$ cat src/rtl/bcd_to_binary8.sv
// bcd_to_binary8: sequential 3-digit BCD to 8-bit binary converter (reverse double-dabble).
//
// Ports:
//   i_clk      - single clock, all state changes on the rising edge
//   i_rst_n    - synchronous active-low reset
//   i_start    - conversion request, sampled only in StIdle
//   i_bcd_in   - {hundreds[9:8], tens[7:4], units[3:0]}
//   o_bin_out  - registered binary result, held until the next completion
//   o_busy     - high while shifting (8 cycles per valid request)
//   o_done     - one-cycle completion pulse
//   o_err      - registered, high when the last accepted request was invalid
module bcd_to_binary8 (
  input  logic       i_clk,
  input  logic       i_rst_n,
  input  logic       i_start,
  input  logic [9:0] i_bcd_in,
  output logic [7:0] o_bin_out,
  output logic       o_busy,
  output logic       o_done,
  output logic       o_err
);

  typedef enum logic [1:0] {StIdle, StShift, StDone} state_e;

  state_e      r_state, w_state_nxt;
  logic [9:0]  r_bcd, w_bcd_nxt;
  logic [7:0]  r_work, w_work_nxt;
  logic [2:0]  r_cnt, w_cnt_nxt;
  logic [7:0]  r_bin, w_bin_nxt;
  logic        r_err, w_err_nxt;

  // Input validity: digits must be decimal and the value must fit in 8 bits.
  logic [1:0]  w_hund;
  logic [3:0]  w_tens, w_units;
  logic [7:0]  w_tens_units;
  logic        w_valid;

  assign w_hund       = i_bcd_in[9:8];
  assign w_tens       = i_bcd_in[7:4];
  assign w_units      = i_bcd_in[3:0];
  // tens*10 + units; only meaningful when both digits are <= 9
  assign w_tens_units = ({4'd0, w_tens} << 3) + ({4'd0, w_tens} << 1) + {4'd0, w_units};
  assign w_valid      = (w_tens <= 4'd9) && (w_units <= 4'd9) && (w_hund != 2'd3) &&
                        !((w_hund == 2'd2) && (w_tens_units > 8'd55));

  // One shift step: {bcd, work} >> 1, then subtract 3 from any digit that is >= 8.
  logic [9:0]  w_sh_bcd;
  logic [7:0]  w_sh_work;
  logic [9:0]  w_fix_bcd;

  function automatic logic [3:0] fix_digit(input logic [3:0] d);
    return (d >= 4'd8) ? (d - 4'd3) : d;
  endfunction

  assign w_sh_bcd  = {1'b0, r_bcd[9:1]};
  assign w_sh_work = {r_bcd[0], r_work[7:1]};

  always_comb begin
    w_fix_bcd[3:0] = fix_digit(w_sh_bcd[3:0]);
    w_fix_bcd[7:4] = fix_digit(w_sh_bcd[7:4]);
    // Hundreds is zero-extended for the compare; after a shift it can never reach 8.
    w_fix_bcd[9:8] = ({2'b00, w_sh_bcd[9:8]} >= 4'd8) ? (w_sh_bcd[9:8] - 2'd3) : w_sh_bcd[9:8];
  end

  // Next-state logic
  always_comb begin
    w_state_nxt = r_state;
    w_bcd_nxt   = r_bcd;
    w_work_nxt  = r_work;
    w_cnt_nxt   = r_cnt;
    w_bin_nxt   = r_bin;
    w_err_nxt   = r_err;
    case (r_state)
      StIdle: begin
        if (i_start) begin
          if (w_valid) begin
            w_bcd_nxt   = i_bcd_in;
            w_work_nxt  = 8'd0;
            w_cnt_nxt   = 3'd0;
            w_state_nxt = StShift;
          end else begin
            w_bin_nxt   = 8'd0;
            w_err_nxt   = 1'b1;
            w_state_nxt = StDone;
          end
        end
      end
      StShift: begin
        w_bcd_nxt  = w_fix_bcd;
        w_work_nxt = w_sh_work;
        w_cnt_nxt  = r_cnt + 3'd1;
        if (r_cnt == 3'd7) begin
          w_bin_nxt   = w_sh_work;
          w_err_nxt   = 1'b0;
          w_state_nxt = StDone;
        end
      end
      StDone: begin
        w_state_nxt = StIdle;
      end
      default: begin
        w_state_nxt = StIdle;
      end
    endcase
  end

  always_ff @(posedge i_clk) begin
    if (!i_rst_n) begin
      r_state <= StIdle;
      r_bcd   <= 10'd0;
      r_work  <= 8'd0;
      r_cnt   <= 3'd0;
      r_bin   <= 8'd0;
      r_err   <= 1'b0;
    end else begin
      r_state <= w_state_nxt;
      r_bcd   <= w_bcd_nxt;
      r_work  <= w_work_nxt;
      r_cnt   <= w_cnt_nxt;
      r_bin   <= w_bin_nxt;
      r_err   <= w_err_nxt;
    end
  end

  assign o_bin_out = r_bin;
  assign o_err     = r_err;
  assign o_busy    = (r_state == StShift);
  assign o_done    = (r_state == StDone);

endmodule

$ cat config.mk
export PLATFORM = sky130hd
export DESIGN_NAME = bcd_to_binary8
export DESIGN_NICKNAME = d
export VERILOG_FILES = /design/src/rtl/bcd_to_binary8.sv
export SDC_FILE = /design/constraint.sdc
export NUM_CORES = 1
export LEC_CHECK = 0
export BUFFER_PORTS_ARGS = -buffer_cell sky130_fd_sc_hd__buf_4
export CAP_MARGIN = 20
export CORE_ASPECT_RATIO = 1.2
export CORE_MARGIN = 1
export CORE_UTILIZATION = 55
export CTS_CLUSTER_DIAMETER = 40
export DETAILED_ROUTE_END_ITERATION = 6
export PLACE_DENSITY = 0.77
export SYNTH_ARGS = -nofsm -noshare
export SYNTH_HDL_FRONTEND = slang
export SYNTH_SLANG_ARGS = --single-unit
export TNS_END_PERCENT = 30
$ cat constraint.sdc
create_clock -name i_clk -period 6.21 [get_ports i_clk]
set_input_delay 0.3105 -clock i_clk [delete_from_list [all_inputs] [get_ports i_clk]]
set_output_delay 0.3105 -clock i_clk [all_outputs]
set_load 0.01 [all_outputs]
After elaboration in Yosys (flattened, before gate mapping). Cells that the tools add are included.

Equal/unequal tests: 9. Add/subtract/negate cells: 5. Magnitude comparators: 5. Muxes and demuxes: 23. Reduce and logical (&&, ||, !) cells: 10.

Operators with widths (number): $mux 8 (5); $pmux 8 s2 (2); $mux 10 (2); $pmux 10 s2 (1); $add 7x5->8 (1); $add 8x4->8 (1); $ge 4x4->1 const B (2); $gt 8x6->1 const B (1); $le 4x4->1 const B (2); $mux 4 (2); $ne 2x2->1 const B (4); $sub 4x2->4 const B (2); $mux 2 (3); $mux 3 (2); $pmux 3 s2 (1); $eq 2x2->1 const B (2); $logic_and 1x1->1 (4); $pmux 2 s2 (1); $reduce_and 4->1 (1); $add 3x1->3 const B (1); $eq 3x3->1 const B (1); $mux 1 (3); $reduce_and 3->1 (1); $eq 2x1->1 const B (1); other kinds (6) (6).

Logic and storage cells: 58. Flip-flop bits (word level): 32. Input bits: 13. Output and inout bits: 11.

Logic depth before layout (Yosys ltp). Gate-level depths: netlist of the first run.

Word-level depth: 9. Depth in mapped cells: 10. Mapped depth without buffers: 9.

Worst setup path before layout of the first run. OpenSTA, ideal clock, no wires.

Path type: in2reg. Start: input i_bcd_in[3]. End: register r_bin[0] (netlist: o_bin_out[0]). Buffers on the path: 0. Stages on the path: 9. Arrival time: 2.733 ns. Setup slack: 3.405 ns. Setup time: 0.072 ns. Required time: 6.138 ns. Cells stage by stage: inv_1 fa_1 inv_1 fa_1 nand4b_1 mux2i_1 o41ai_4 o31ai_4 mux2i_1.

Cells in the longest elaborated chain, start to end: 7. Elaborated cells between the ends (all ways): 10. Classes of those cells: add/sub: 1; order compare: 2; eq/ne: 1; reduce/logical: 6.

RTL lines: start, declared (line 16) `input logic [9:0] i_bcd_in,`; $add 8x4->8 (line 42) `assign w_tens_units = ({4'd0, w_tens} << 3) + ({4'd0, w_tens} << 1) + {4'd0, w_units};`; $gt 8x6->1 (line 44) `!((w_hund == 2'd2) && (w_tens_units > 8'd55));`; $logic_and 1x1->1 (line 44); $logic_not 1->1 (line 44); $logic_and 1x1->1 (*) (line 43) `assign w_valid = (w_tens <= 4'd9) && (w_units <= 4'd9) && (w_hund != 2'd3) &&`; $ne 2x2->1 (no line) (*); $reduce_and 4->1 (no line) (*); end signal, assigned (line 120) `r_bin <= w_bin_nxt;`; end, declared (line 29) `logic [7:0] r_bin, w_bin_nxt;`.

Mark *: on every way between the ends. The rest lies on a longest branch, timed or not. A chain may end at the register's enable or synchronous reset.

Final worst setup path of the first run.
Start: input i_bcd_in[3]. End: register r_work[4].

Cells in the longest elaborated chain, start to end: 7. Elaborated cells between the ends (all ways): 10. Classes of those cells: add/sub: 1; order compare: 2; eq/ne: 1; reduce/logical: 6.

RTL lines: $add 8x4->8 (line 42); $gt 8x6->1 (line 44); $logic_and 1x1->1 (line 44); $logic_not 1->1 (line 44); $logic_and 1x1->1 (*) (line 43); $ne 2x2->1 (no line) (*); $reduce_and 3->1 (no line) (*); end signal, assigned (line 118) `r_work <= w_work_nxt;`; end, declared (line 27) `logic [7:0] r_work, w_work_nxt;`.

Marks and branches as above.

==> run metrics, run 1 <==
Clock Latency Late Sink 330 ps; critical path's largest stage delay 530 ps; clk sink count 31; Post-Layout Cell Count 259; Post-synth top flop dfxtp_1; Placed Cells 251; first-pass GRT wire length 5840 um; GPL Wtd Cong 0.751; LEAKAGE 0.868 nW; nets 250; initial core utilization 58.7%; residual DRC count 0; layout cell share with drive strength beyond 1 17.9%; total power draw 0.440 mW; busiest grt layer met2; total die area 3560 um2; antenna diode count 0; Setup CP Type in -> reg; Max Freq 350 MHz; CP max FO 12; placed wire-length estimate 2550 um; Post-synth ARST share 0%; Overflow after GRT 0; Hold Violations, Final 0; GRT Total Usage 22.6%; PD cells 217 nW/um2; Worst Tran Pin Value 901 ps; Mapped Area 1830 um2; Antenna Violating Nets Remaining 0; final setup violation count 0; pin count of the biggest net entering global routing 51; cell row count 22; area growth from synthesis to layout 10.9%; Syn Nets 229; Root Buffer clkbuf_4; hold buffer count at CTS 0; drt pass-1 iters 4; vias 1488; unique cell type count in the Yosys netlist 37; pins over their slew limit 0; Design Area, Final 2030 um2; met3 usage in global routing 6.71%; Slowest cell on crit path fa_1; Core Util, Final 65.1%; clk buf depth 2; Worst Setup Start Kind primary input; Worst EP required 6400 ps; # port buffers 23; Yosys reg bits 31; vias in the first global route 1406; First DRT Iteration DRCs 28; Final Critical Period 2860 ps; vias per inst 5.75; initial antenna violation count 0; crit path capture type flop; Avg Cell Area, Syn 9.09 um2; CTS resizes 0; Die X 54.6 um; routed len/inst 13.8 um; Final Cycle Share 46.0%; Warnings, synthesis 0; crit-path cells buf_4 -> inv_1 -> fa_1 -> inv_1 -> fa_1 -> a211oi_1 -> a211oi_2 -> nor4_2 -> o21a_1 -> o21ai_0; total negative slack 0 ps; Mapped Cells 201; r2r setup slk 4090 ps; clk slew on worst S/H paths 90 ps; Die Ht 65.1 um; Total Wirelength 3580 um; CP arrival 3050 ps; Final Skew 8.45 ps; # IOs 24; RSZ-0062 raised after global routing false; outcome finished clean; Global Route met2 Usage 37.7%; number of synthesized flops with an enable pin 0; CTS tree built; GRT met1 Usage 25.1%; worst min-delay path category in -> reg; Max Cap Viol 0; Seq/Total Area, Yosys 34.0%; core area 3110 um2; CTS buffer count 5; VDD IR max 0.000173 V; Slew headroom 39.9%; Placed Area 1960 um2; Max H-tree Level 2; Setup Buffers After CTS 0
[critical path, delay by kind of cell]
family	cells	cell delay, ps
AO/OA/AOI/OAI	4	1140
adder cells (fa/ha/maj)	2	1020
AND/OR/NAND/NOR	1	360
buffers and inverters	3	210
[cells by family after synthesis]
group	after synthesis	synth area share, %
AOI/OAI and AO/OA	36	15.3
xor gates and xnor gates	5	2.40
adders and majority gates	15	11.1
buffers and inverters	19	6.85
DFF	31	34.0
muxes	19	10.4
and+or+nand+nor	76	20.0
[worst paths after layout]
kind | startpoint | endpoint | cells past startpoint
max | i_bcd_in[3] | r_work[4]$_SDFFE_PN0P_ | 10
min | i_bcd_in[9] | r_bcd[9]$_SDFFE_PN0P_ | 3
max reg2reg | r_state[1]$_SDFFE_PN0P_ | o_bin_out[1]$_SDFFE_PN0P_ | 5
min reg2reg | o_bin_out[0]$_SDFFE_PN0P_ | o_bin_out[0]$_SDFFE_PN0P_ | 2
[cell usage in the layout (no fill, tap or decap), drive strengths merged, types with 2 or more instances in the layout]
cell type / n
o31ai: 2
buf: 23
nor2: 4
dfxtp: 31
nor2b: 3
a211oi: 3
mux2i: 19
o21ai: 14
nand2b: 5
o211ai: 9
a21oi: 4
nand2: 44
fa: 2
nand3: 11
ha: 13
inv: 10
xnor2: 5
nand3b: 2
clkbuf: 8
[state kept, by name, indices dropped and copies added (netlist names)]
name and count:
r_work 7, r_state 2, r_bcd 10, o_err 1
r_cnt 3, o_bin_out 8
[synthesized netlist by cell type (2+ instances only)]
cell type / count / share of area [%]
nor2b_1: 3 / 1.0
a21oi_1: 4 / 1.1
nand3_1: 11 / 3.0
clkbuf_1: 2 / 0.41
o21ai_0: 12 / 3.3
xnor2_1: 5 / 2.4
o211ai_1: 8 / 3.3
dlygate4sd1_1: 2 / 0.96
ha_1: 13 / 8.9
nand2b_1: 5 / 1.7
inv_1: 10 / 2.1
nand2_1: 44 / 9.0
a211oi_2: 2 / 1.4
clkbuf_8: 4 / 3.0
fa_1: 2 / 2.2
dfxtp_1: 31 / 34
nand3b_1: 2 / 0.82
mux2i_1: 19 / 10
nor2_1: 4 / 0.82
[metrics by stage]
step,setup slack (ps),hold slack [ps]
floorplan,3400,429
global placement,3140,439
detailed placement,3010,450
CTS,3360,246
global route,3190,245
finish,3350,252
[where the power goes]
| part | switching (mW) | internal, mW |
|---|---|---|
| Combinational | 0.0521 | 0.0403 |
| Sequential | 0.00806 | 0.206 |
| Clock | 0.0666 | 0.0666 |
[layout make-up]
type                            instances  area, um2
Timing Repair Buffer                   23        173
Multi-Input combinational cell        151       1080
Clock buffer                            8       68.8
Sequential cell                        31        621
Inverter                               10       37.5
Fill cell                             280       1080
Tap cell                               36       45.0
[metal layers]
layer	up-vias	share of wire [%]
met5	-	0
met2	27	48
met1	717	46
li1	736	-
met3	8	3.7
met4	0	2.0
(Power assumes the default switching activity.)
==> inputs of run 2 (changes only) <==
--- a/config.mk
+++ b/config.mk
@@ -9,10 +9,10 @@
 export CAP_MARGIN = 20
 export CORE_ASPECT_RATIO = 1.2
 export CORE_MARGIN = 1
-export CORE_UTILIZATION = 55
+export CORE_UTILIZATION = 51
 export CTS_CLUSTER_DIAMETER = 40
 export DETAILED_ROUTE_END_ITERATION = 6
-export PLACE_DENSITY = 0.77
+export PLACE_DENSITY = 0.75
 export SYNTH_ARGS = -nofsm -noshare
 export SYNTH_HDL_FRONTEND = slang
 export SYNTH_SLANG_ARGS = --single-unit
==> constraint.sdc (replaced) <==
create_clock -name i_clk -period 2.4 [get_ports i_clk]
set_input_delay 0.12 -clock i_clk [delete_from_list [all_inputs] [get_ports i_clk]]
set_output_delay 0.12 -clock i_clk [all_outputs]
set_load 0.01 [all_outputs]
==> run metrics, run 2 (same netlist as run 1, synthesis figures left out) <==
pre-CTS setup slack -213 ps (-3220 ps); Final Critical Period 2290 ps; RSZ-0062 raised after global routing true; Slew headroom 64.2% (+24 points); Max H-tree Level 2 (unchanged); CTS tree built; hold buffer count at CTS 0 (unchanged); outcome finished clean; Overflow after GRT 0 (unchanged); Antenna Violating Nets Remaining 0 (unchanged); fillers 285 (+1.8%); Worst EP required 2610 ps (-3790 ps); GPL Wtd Cong 0.764 (+1.7%); total die area 3830 um2 (+7.6%); Setup CP Type in -> reg; most common cell after layout, fill and taps aside nand2_1; cell row count 23 (+4.5%); Root Buffer clkbuf_8; CP max FO 8 (-4); pins over their slew limit 0 (unchanged); layout cell share with drive strength beyond 1 25.4% (+7.5 points); vias per inst 5.41 (-5.9%); crit path capture type flop; Post-Layout Cell Count 273 (+5.4%); clk slew on worst S/H paths 60 ps (-30 ps); vias 1476 (-0.81%); PD cells 555 nW/um2 (+160%); most frequent cells in the layout nand2_1, buf_4, dfxtp_1; Die Ht 67.6 um (+3.7%); first-pass GRT wire length 6090 um (+4.2%); initial antenna violation count 0 (unchanged); residual DRC count 0 (unchanged); Worst Setup Start Kind primary input; Worst Tran Pin Value 537 ps (-364 ps); crit-path cells buf_8 -> inv_4 -> fa_1 -> inv_2 -> fa_2 -> nand4bb_1 -> mux2i_4 -> o41ai_4 -> o31ai_4 -> buf_12 -> mux2i_1; Die X 56.6 um (+3.7%); final setup margin 114 ps (-3240 ps); Slowest cell on crit path fa_2; Placed Cells 265 (+5.6%); core area 3370 um2 (+8.2%); Final Cycle Share 95.2%; GRT Total Usage 20.6% (-2.0 points); Setup Buffers After CTS 0 (unchanged); placed wire-length estimate 2500 um (-2.3%); Total Wirelength 3430 um (-4.2%); Design Area, Final 2230 um2 (+10%); drt pass-1 iters 4 (unchanged); antenna diode count 0 (unchanged); max FFs per register 10 (unchanged); routed len/inst 12.6 um (-9.1%); critical path's largest stage delay 550 ps (+20 ps); Clock Latency Late Sink 280 ps (-50 ps); CP arrival 2490 ps (-560 ps); vias in the first global route 1442 (+2.6%); CTS resizes 0 (unchanged); CTS buffer count 5 (unchanged); nets 263 (+5.2%); Final Skew 2.64 ps (-5.82 ps); clk buf depth 2 (unchanged); Max Cap Viol 0 (unchanged); Hold Violations, Final 0 (unchanged); final setup violation count 0 (unchanged); initial core utilization 54.3% (-4.5 points); # port buffers 23 (unchanged); area growth from synthesis to layout 22.1%; total power draw 1.24 mW (+180%); clk sink count 31 (unchanged); # IOs 24 (unchanged); LEAKAGE 0.949 nW (+9.3%); First DRT Iteration DRCs 32 (+14%); Placed Area 2130 um2 (+8.7%); VDD IR max 0.000393 V (+130%); pin count of the biggest net entering global routing 51 (unchanged); Max Freq 438 MHz; worst min-delay path category in -> reg; Most flops, register r_bcd
run 2: through the flow:
step / hold WS (ps) / util (%) / TNS [ps]
2_1_floorplan: 274 / - / -725
3_3_place_gp: 409 / 63.2 / -4090
3_5_place_dp: 418 / 63.2 / -4730
4_1_cts: 117 / 65.6 / 0
5_1_grt: 142 / 66.3 / -76.9
6_report: 123 / 66.3 / 0
run 2: power by group:
group | switching, mW | total [mW] | internal [mW]
clock | 0.184 | 0.387 | 0.203
sequential | 0.0209 | 0.555 | 0.534
combinational | 0.149 | 0.297 | 0.148
total | 0.353 | 1.24 | 0.885
run 2: cell type report:
type | instances | area [um2] | share of cell area (%)
sequential | 31 | 621 | 27.8
timing repair buffer | 36 | 307 | 13.7
multi-input combinational | 151 | 1130 | 50.6
clock buffer | 7 | 76.3 | 3.42
tap | 37 | 46.3 | 2.08
clock inverter | 1 | 5.00 | 0.224
inverter | 10 | 47.5 | 2.13
run 2: metal layers:
layer,share of wire [%],wire length (um),global-route usage (%),up-vias
li1,-,-,-,755
met1,46,1560,22.9,681
met2,48,1650,36.8,31
met3,4.0,138,4.98,9
met4,2.4,81,10.4,0
met5,0,0,0,-
run 2: path summary, 6_finish.rpt:
check	cells past startpoint	endpoint	startpoint	slack, ps
worst max register to register	6	o_bin_out[4]$_SDFFE_PN0P_	r_state[1]$_SDFFE_PN0P_	640
worst min register to register	2	o_bin_out[2]$_SDFFE_PN0P_	o_bin_out[2]$_SDFFE_PN0P_	460
worst min-delay path	3	r_bcd[9]$_SDFFE_PN0P_	i_bcd_in[9]	120
worst max-delay path	11	o_bin_out[4]$_SDFFE_PN0P_	i_bcd_in[4]	110
run 2: critical path, delay by kind of cell:
kind | cells | cell delay, ps
adder cells (fa/ha/maj) | 2 | 1090
AND/OR/NAND/NOR | 1 | 160
multiplexers | 2 | 400
buffers and inverters | 4 | 340
AO/OA/AOI/OAI | 2 | 390
==> inputs of run 3 (changes only) <==
--- a/config.mk
+++ b/config.mk
@@ -7,10 +7,11 @@
 export LEC_CHECK = 0
 export BUFFER_PORTS_ARGS = -buffer_cell sky130_fd_sc_hd__buf_4
 export CAP_MARGIN = 20
-export CORE_ASPECT_RATIO = 1.2
+export CORE_ASPECT_RATIO = 0.9
 export CORE_MARGIN = 1
 export CORE_UTILIZATION = 51
 export CTS_CLUSTER_DIAMETER = 40
+export CTS_CLUSTER_SIZE = 25
 export DETAILED_ROUTE_END_ITERATION = 6
 export PLACE_DENSITY = 0.75
 export SYNTH_ARGS = -nofsm -noshare
==> run metrics, run 3 (same netlist as run 1, synthesis figures left out) <==
vias 1477 (+0.068%); core area 3400 um2 (+1.1%); Total Wirelength 3660 um (+6.6%); Overflow after GRT 0 (unchanged); First DRT Iteration DRCs 80 (+150%); Slew headroom 69.4% (+5.3 points); nets 261 (-0.76%); clk buf depth 2 (unchanged); pin count of the biggest net entering global routing 51 (unchanged); CP max FO 8 (unchanged); VDD IR max 0.000414 V (+5.3%); clk sink count 31 (unchanged); Clock Latency Late Sink 280 ps (about the same); # IOs 24 (unchanged); placed wire-length estimate 2690 um (+7.9%); residual DRC count 0 (unchanged); final setup margin 25.8 ps (-88.6 ps); Setup CP Type in -> reg; Final Skew 8.24 ps (+5.60 ps); pins over their slew limit 0 (unchanged); Final Cycle Share 98.9% (+3.7 points); Hold Crit Start i_bcd_in[9]; Root Buffer clkbuf_8; Die Ht 58.8 um (-13%); area growth from synthesis to layout 22.0%; CP arrival 2580 ps (+90 ps); CTS tree built; Max H-tree Level 2 (unchanged); max FFs per register 10 (unchanged); CTS buffer count 5 (unchanged); Post-Layout Cell Count 278 (+1.8%); initial antenna violation count 0 (unchanged); pre-CTS setup slack -268 ps (-55.0 ps); drt pass-1 iters 4 (unchanged); Setup Buffers After CTS 0 (unchanged); vias in the first global route 1429 (-0.90%); vias per inst 5.31 (-1.7%); routed len/inst 13.1 um (+4.7%); LEAKAGE 0.941 nW (-0.92%); Reg2Reg Launch Point r_state[1]$_SDFFE_PN0P_; Antenna Violating Nets Remaining 0 (unchanged); RSZ-0062 raised after global routing true; Most flops, register r_bcd; most frequent cells in the layout nand2_1, dfxtp_1, buf_4; PD cells 558 nW/um2 (+0.46%); first-pass GRT wire length 6330 um (+4.1%); outcome finished clean; final setup violation count 0 (unchanged); Worst EP required 2600 ps (about the same); Worst Tran Pin Value 459 ps (-78.3 ps); most common cell after layout, fill and taps aside nand2_1; GRT Total Usage 21.9% (+1.3 points); Final Critical Period 2370 ps (+88.6 ps); Die X 65.1 um (+15%); layout cell share with drive strength beyond 1 24.8% (-0.64 points); worst min-delay path category in -> reg; Max Freq 421 MHz (-3.7%); clk slew on worst S/H paths 70 ps (about the same); Worst setup startpoint i_bcd_in[4]; total die area 3830 um2 (about the same); # port buffers 23 (unchanged); Placed Cells 270 (+1.9%); initial core utilization 53.7% (-0.58 points); Worst Setup Start Kind primary input; Max Cap Viol 0 (unchanged); Hold Violations, Final 0 (unchanged); antenna diode count 0 (unchanged); cell row count 20 (-13%); GPL Wtd Cong 0.743 (-2.7%); crit path capture type flop; r2r setup slk 730 ps (+90 ps)
[run 3: path summary, 6_finish.rpt]
path                                                   to  cells after the start
worst max-delay path            o_bin_out[5]$_SDFFE_PN0P_                     11
worst min-delay path                r_bcd[9]$_SDFFE_PN0P_                      3
worst min register to register  o_bin_out[0]$_SDFFE_PN0P_                      2
worst max register to register      r_bcd[7]$_SDFFE_PN0P_                      7
[run 3: area by class of cell]
class	count	area [um2]
Tap cell	44	55.1
Timing Repair Buffer	34	304
Clock buffer	7	76.3
Inverter	10	47.5
Clock inverter	1	5.00
Sequential cell	31	621
Fill cell	292	1170
Multi-Input combinational cell	151	1120
[run 3: routing by layer]
layer	part of all wire (%)	vias to the layer above	track usage, %	wire (um)
met5	0	-	0	0
met2	48	30	36.2	1760
met3	4.8	8	7.56	176
met4	1.5	0	5.90	55
met1	45	680	27.3	1660
li1	-	759	-	-
[run 3: stage by stage]
step | TNS [ps] | hold slack (ps) | util [%] | cell area [um2] | power [mW]
after floorplan | -725 | 274 | - | 1870 | 0.770
after global placement | -3730 | 406 | 62.7 | 2130 | 0.853
after detailed placement | -5730 | 407 | 62.7 | 2130 | 0.863
after CTS | 0 | 102 | 65.1 | 2210 | 1.25
after global routing | -264 | 115 | 65.5 | 2230 | 1.31
final | 0 | 105 | 65.5 | 2230 | 1.24
[run 3: report_power, final]
part / switching, mW / internal, mW
registers: 0.0218 / 0.534
logic: 0.152 / 0.147
clock network: 0.184 / 0.203
total: 0.358 / 0.884
[run 3: critical path: stages]
cell and delay, ps:
buf_8 70, inv_4 30, fa_1 550, inv_2 70
fa_2 550, nand4b_1 130, mux2i_2 280, o41ai_4 140
o31ai_4 270, buf_12 170, mux2i_1 190
[run 3: timing repair]
action / in CTS / in global routing
resized for setup: 0 / 6
endpoints found under the setup margin: 0 / 11
hold buffers: 0 / 0
hold endpoints to repair: 0 / 0
